[src/rtl/dm_arbiter.sv]
// Two-port arbiter in front of the single-port data memory: CPU (port 0) and
// DMA/debug (port 1), with round-robin ties, port-1 bursts and a CPU starvation guard.
module dm_arbiter #(
   parameter int DEPTH    = 3072,
   parameter int AW       = 12,
   parameter int MAX_WAIT = 4,
   parameter int LEN_W    = 4
) (
   input  logic             clk,
   input  logic             reset,
   input  logic             req0,
   input  logic             we0,
   input  logic [31:0]      addr0,
   input  logic [31:0]      wd0,
   input  logic [3:0]       be0,
   output logic             gnt0,
   output logic [31:0]      rd0,
   input  logic             req1,
   input  logic             we1,
   input  logic [31:0]      addr1,
   input  logic [31:0]      wd1,
   input  logic [3:0]       be1,
   input  logic [LEN_W-1:0] len1,
   output logic             gnt1,
   output logic [31:0]      rd1,
   output logic             err,
   output logic [AW-1:0]    mem_addr,
   output logic [31:0]      mem_wd,
   output logic [3:0]       mem_be,
   output logic             mem_we,
   output logic             mem_re,
   input  logic [31:0]      mem_rd
);

   localparam int          WW    = $clog2(MAX_WAIT + 1);
   localparam logic [31:0] LIMIT = 32'(DEPTH * 4);

   typedef enum logic {IDLE, BURST} state_t;

   state_t           state_q, state_d;
   logic             last_q, last_d;
   logic [LEN_W-1:0] beats_q, beats_d;
   logic [WW-1:0]    wait0_q, wait0_d;

   logic             preempt;
   logic             any_gnt;
   logic             we_sel;
   logic [31:0]      addr_sel;
   logic [LEN_W-1:0] eff_len;

   always_comb begin
      gnt0    = 1'b0;
      gnt1    = 1'b0;
      preempt = (state_q == BURST) && req0 && (wait0_q == WW'(MAX_WAIT));
      if (!reset) begin
         if (state_q == BURST) begin
            // with req1 low the burst is aborting, so the CPU may take the slot
            if (preempt)   gnt0 = 1'b1;
            else if (req1) gnt1 = 1'b1;
            else           gnt0 = req0;
         end else if (req0 && req1) begin
            gnt0 = last_q;
            gnt1 = ~last_q;
         end else begin
            gnt0 = req0;
            gnt1 = req1;
         end
      end
   end

   always_comb begin
      any_gnt  = gnt0 | gnt1;
      addr_sel = gnt1 ? addr1 : addr0;
      we_sel   = gnt1 ? we1   : we0;
      mem_wd   = gnt1 ? wd1   : wd0;
      mem_be   = gnt1 ? be1   : be0;
      mem_addr = addr_sel[AW+1:2];
      err      = any_gnt && (addr_sel >= LIMIT);
      mem_we   = any_gnt &  we_sel & ~err;
      mem_re   = any_gnt & ~we_sel & ~err;
      rd0      = (gnt0 & ~we0 & ~err) ? mem_rd : '0;
      rd1      = (gnt1 & ~we1 & ~err) ? mem_rd : '0;
   end

   always_comb begin
      state_d = state_q;
      last_d  = last_q;
      beats_d = beats_q;
      wait0_d = wait0_q;
      eff_len = (len1 == '0) ? LEN_W'(1) : len1;

      if (gnt0 || !req0)              wait0_d = '0;
      else if (wait0_q != WW'(MAX_WAIT)) wait0_d = wait0_q + WW'(1);

      if (gnt0)      last_d = 1'b0;
      else if (gnt1) last_d = 1'b1;

      case (state_q)
         IDLE: begin
            if (gnt1 && (eff_len > LEN_W'(1))) begin
               state_d = BURST;
               beats_d = eff_len - LEN_W'(1);
            end
         end
         BURST: begin
            if (!req1) begin
               state_d = IDLE;
               beats_d = '0;
            end else if (gnt1) begin
               beats_d = beats_q - LEN_W'(1);
               if (beats_q == LEN_W'(1)) state_d = IDLE;
            end
         end
         default: state_d = IDLE;
      endcase
   end

   always_ff @(posedge clk) begin
      if (reset) begin
         state_q <= IDLE;
         last_q  <= 1'b1;
         beats_q <= '0;
         wait0_q <= '0;
      end else begin
         state_q <= state_d;
         last_q  <= last_d;
         beats_q <= beats_d;
         wait0_q <= wait0_d;
      end
   end

endmodule
[config.mk]
export PLATFORM = sky130hd
export DESIGN_NAME = dm_arbiter
export DESIGN_NICKNAME = d
export VERILOG_FILES = /design/src/rtl/dm_arbiter.sv
export SDC_FILE = /design/constraint.sdc
export NUM_CORES = 1
export LEC_CHECK = 0
export CORE_AREA = 2 2 114 116
export CTS_CLUSTER_DIAMETER = 120
export DETAILED_ROUTE_END_ITERATION = 6
export DIE_AREA = 0 0 116 118
export PLACE_DENSITY = 0.69
export RECOVER_POWER = 25
export SETUP_SLACK_MARGIN = 0.5
export SYNTH_ARGS = -nofsm -noshare
export SYNTH_HDL_FRONTEND = slang
export SYNTH_SLANG_ARGS = --single-unit
[constraint.sdc]
create_clock -name clk -period 3.1 [get_ports clk]
set_input_delay 0.31 -clock clk [delete_from_list [all_inputs] [get_ports clk]]
set_output_delay 0.31 -clock clk [all_outputs]
set_load 0.005 [all_outputs]
==> impl_metrics.py <==
metrics = {
    "status": {
        "outcome": "finished clean",
    },
    "global_route": {
        "grt_max_degree": 17,
        "grt_usage": 0.165,
        "grt_overflow": 0,
        "grt_antenna_before_repair": 0,
        "grt_pass1_wl_microns": 17400,
        "grt_pass1_vias": 3053,
    },
    "place": {
        "dp_slack_ns": 0.177,
        "dp_hpwl_microns": 9480,
        "gp_congestion": 0.818,
        "place_area_sq_um": 4930,
        "io_buffers": 290,
    },
    "worst_setup_path": {
        "crit_path_start_kind": "input pin",
        "crit_arrival_ns": 2.45,
        "endpoint_kind": "primary output",
        "r2r_slack_ns": 1.32,
        "critPathKind": "in2out",
        "crit_required_ns": 2.79,
        "path_max_fanout": 5,
    },
    "floorplan": {
        "chipWidth_microns": 116,
        "dieHeight_microns": 118,
        "rows": 41,
        "ios": 295,
        "dieArea_sq_um": 13700,
        "coreArea_sq_um": 12400,
        "start_util": 0.147,
    },
    "cells_and_area": {
        "drive_above_1_share": 0.342,
        "nets": 747,
        "syn_to_final_growth_pct": 203,
        "design_area_sq_um": 5510,
        "diodes": 0,
    },
    "sta": {
        "tightest_slew_ns": 0.493,
        "max_freq_ghz": 0.362,
        "fin_crit_sh": 0.891,
        "clock-skew-final_ns": 0.000566,
        "hold_viol": 0,
        "setup_viol": 0,
        "rsz0062_at_grt": "yes",
        "fin_setup_tns_ns": 0,
        "drv_slew": 0,
        "timing.slew.headroom": 0.670,
        "fin_crit_ns": 2.76,
        "fin_ws_ns": 0.339,
    },
    "pwr": {
        "vdd_drop_max_mv": 0.145,
        "cellPowerDensity_nw_per_um2": 160,
        "p_leak_nw": 2.58,
    },
    "clocking": {
        "cts_buffers": 3,
        "clkTransAtPathRegs_ns": 0.04,
        "clkLatencyLatePin_ns": 0.24,
        "cts_tree": "built",
        "cts_buffer_depth": 2,
        "root_buffer": "clkbuf_16",
        "h-tree-depth": 1,
        "clock_sinks": 9,
    },
    "synth": {
        "netlist_area_sq_um": 1820,
        "seq_area_frac_synth": 0.0990,
        "avgSynthCellArea_sq_um": 8.09,
        "yosys-top-cells-area": "mux2_2, and2_1, dfxtp_1",
        "synth_warnings": 0,
        "syn_inst": 225,
        "synth.net_count": 409,
        "ys_seq_elements": 9,
        "synth_cell_type_count": 44,
        "synth_top_area_frac": 0.297,
        "synth_top_area_cell": "mux2_2",
    },
    "drt": {
        "vias": 3044,
        "firstDrtPassIters": 4,
        "drtIter0Drc": 66,
        "ant_nets": 0,
        "drc": 0,
        "vias_per_cell": 4.15,
        "wl_microns": 12600,
        "post_drt_wl_per_cell_microns": 17.2,
    },
    "hold_path": {
        "hp-class": "in2reg",
    },
    "flow_run": {
        "max_cap_violations": 0,
    },
}
==> repair_timing <==
action                                  in CTS  in global routing
endpoints found under the setup margin     114                 96
setup buffers                               27                 13
pin swaps                                   12                 18
gates resized for setup                    267                 76
hold buffers                                 0                  0
endpoints found under the hold margin        0                  0
cloned                                       9                  1
==> per-layer routing <==
| metal | GRT usage | up-vias | share of wire |
|---|---|---|---|
| met3 | 0.0412 | 16 | 0.082 |
| met2 | 0.316 | 158 | 0.52 |
| met5 | 0 | - | 0 |
| met1 | 0.183 | 1407 | 0.38 |
| met4 | 0.0275 | 0 | 0.017 |
| li1 | - | 1463 | - |
==> cells in the final DEF (no fill, tap or decap), types with 11 or more instances in the layout <==
master,Yosys,routed
and2_1,62,53
buf_2,5,30
buf_4,3,22
buf_6,3,17
clkbuf_2,1,15
clkdlybuf4s50_1,0,163
dlygate4sd2_1,0,36
dlymetal6s2s_1,0,19
mux2_2,48,48
nor2_1,11,11
==> cell usage after synthesis (all sizes together) <==
library cell / number
a211oi: 3
a21o: 1
a21oi: 3
a221o: 1
a2bb2oi: 1
a311oi: 1
a31oi: 2
and2: 64
buf: 11
clkbuf: 2
dfxtp: 9
ha: 6
inv: 11
mux2: 48
nand2: 8
nand2b: 5
nand3: 7
nand3b: 1
nand4bb: 1
nor2: 12
nor3: 5
nor3b: 1
nor4: 8
o2111ai: 1
o21ai: 1
o221a: 1
o2bb2ai: 1
o311ai: 1
o31ai: 1
or2: 2
or3: 2
or4: 1
xnor2: 1
xor2: 2
==> path summary, 6_finish.rpt <==
check | end | start | depth (start not counted)
max | rd1[6] | addr1[21] | 13
min | state_q$_SDFF_PP0_ | req1 | 3
max reg2reg | beats_q[0]$_SDFFE_PP0P_ | wait0_q[0]$_SDFFE_PP0P_ | 8
min reg2reg | last_q$_SDFFE_PP1N_ | last_q$_SDFFE_PP1N_ | 1
==> per-stage QoR <==
stage	instances	hold WS, ns	utilization	total power, W
final	734	0.408	0.444	0.000882
after global routing	734	0.416	0.444	0.000930
after CTS	720	0.492	0.438	0.000882
after detailed placement	680	0.483	0.397	0.000629
after global placement	680	0.470	0.397	0.000622
after floorplan	225	0.457	-	0.000270
==> logic make-up (layout without fill, tap and decap cells) <==
kind of cell / after synthesis / after routing / synth area share
mux: 48 / 48 / 0.297
simple gates: 117 / 117 / 0.398
xor+xnor: 3 / 3 / 0.0144
compound gates: 18 / 18 / 0.0784
flops: 9 / 9 / 0.0990
buf+inv: 24 / 361 / 0.0722
fa+ha+maj: 6 / 6 / 0.0413
==> layout make-up <==
type                    instances  area [sq um]
clock buffers                   4          78.8
fillers                      1237          6900
inverters                      11          43.8
multi-input cells             192          1590
flip-flops and latches          9           186
well taps                     172           215
repair buffers                346          3400
==> registers in the layout, summed over array words and instances (netlist names) <==
register	flops
beats_q	4
wait0_q	3
last_q	1
state_q	1
==> where the power goes <==
part	internal [W]	leakage, nW	switching [W]
logic	0.000362	2.47	0.000155
clock network	0.000172	0.0382	0.0000599
registers	0.000124	0.0755	0.00000849
==> worst max-delay path: stages <==
cell,delay [ns]
clkdlybuf4s50_1,0.41
nor4_1,0.22
nand3_1,0.14
clkbuf_1,0.17
nor4_1,0.31
buf_4,0.20
buf_6,0.09
buf_6,0.09
buf_16,0.09
buf_6,0.08
buf_6,0.10
and2_1,0.12
buf_2,0.11
No activity file was read; power rests on OpenSTA's default activity.
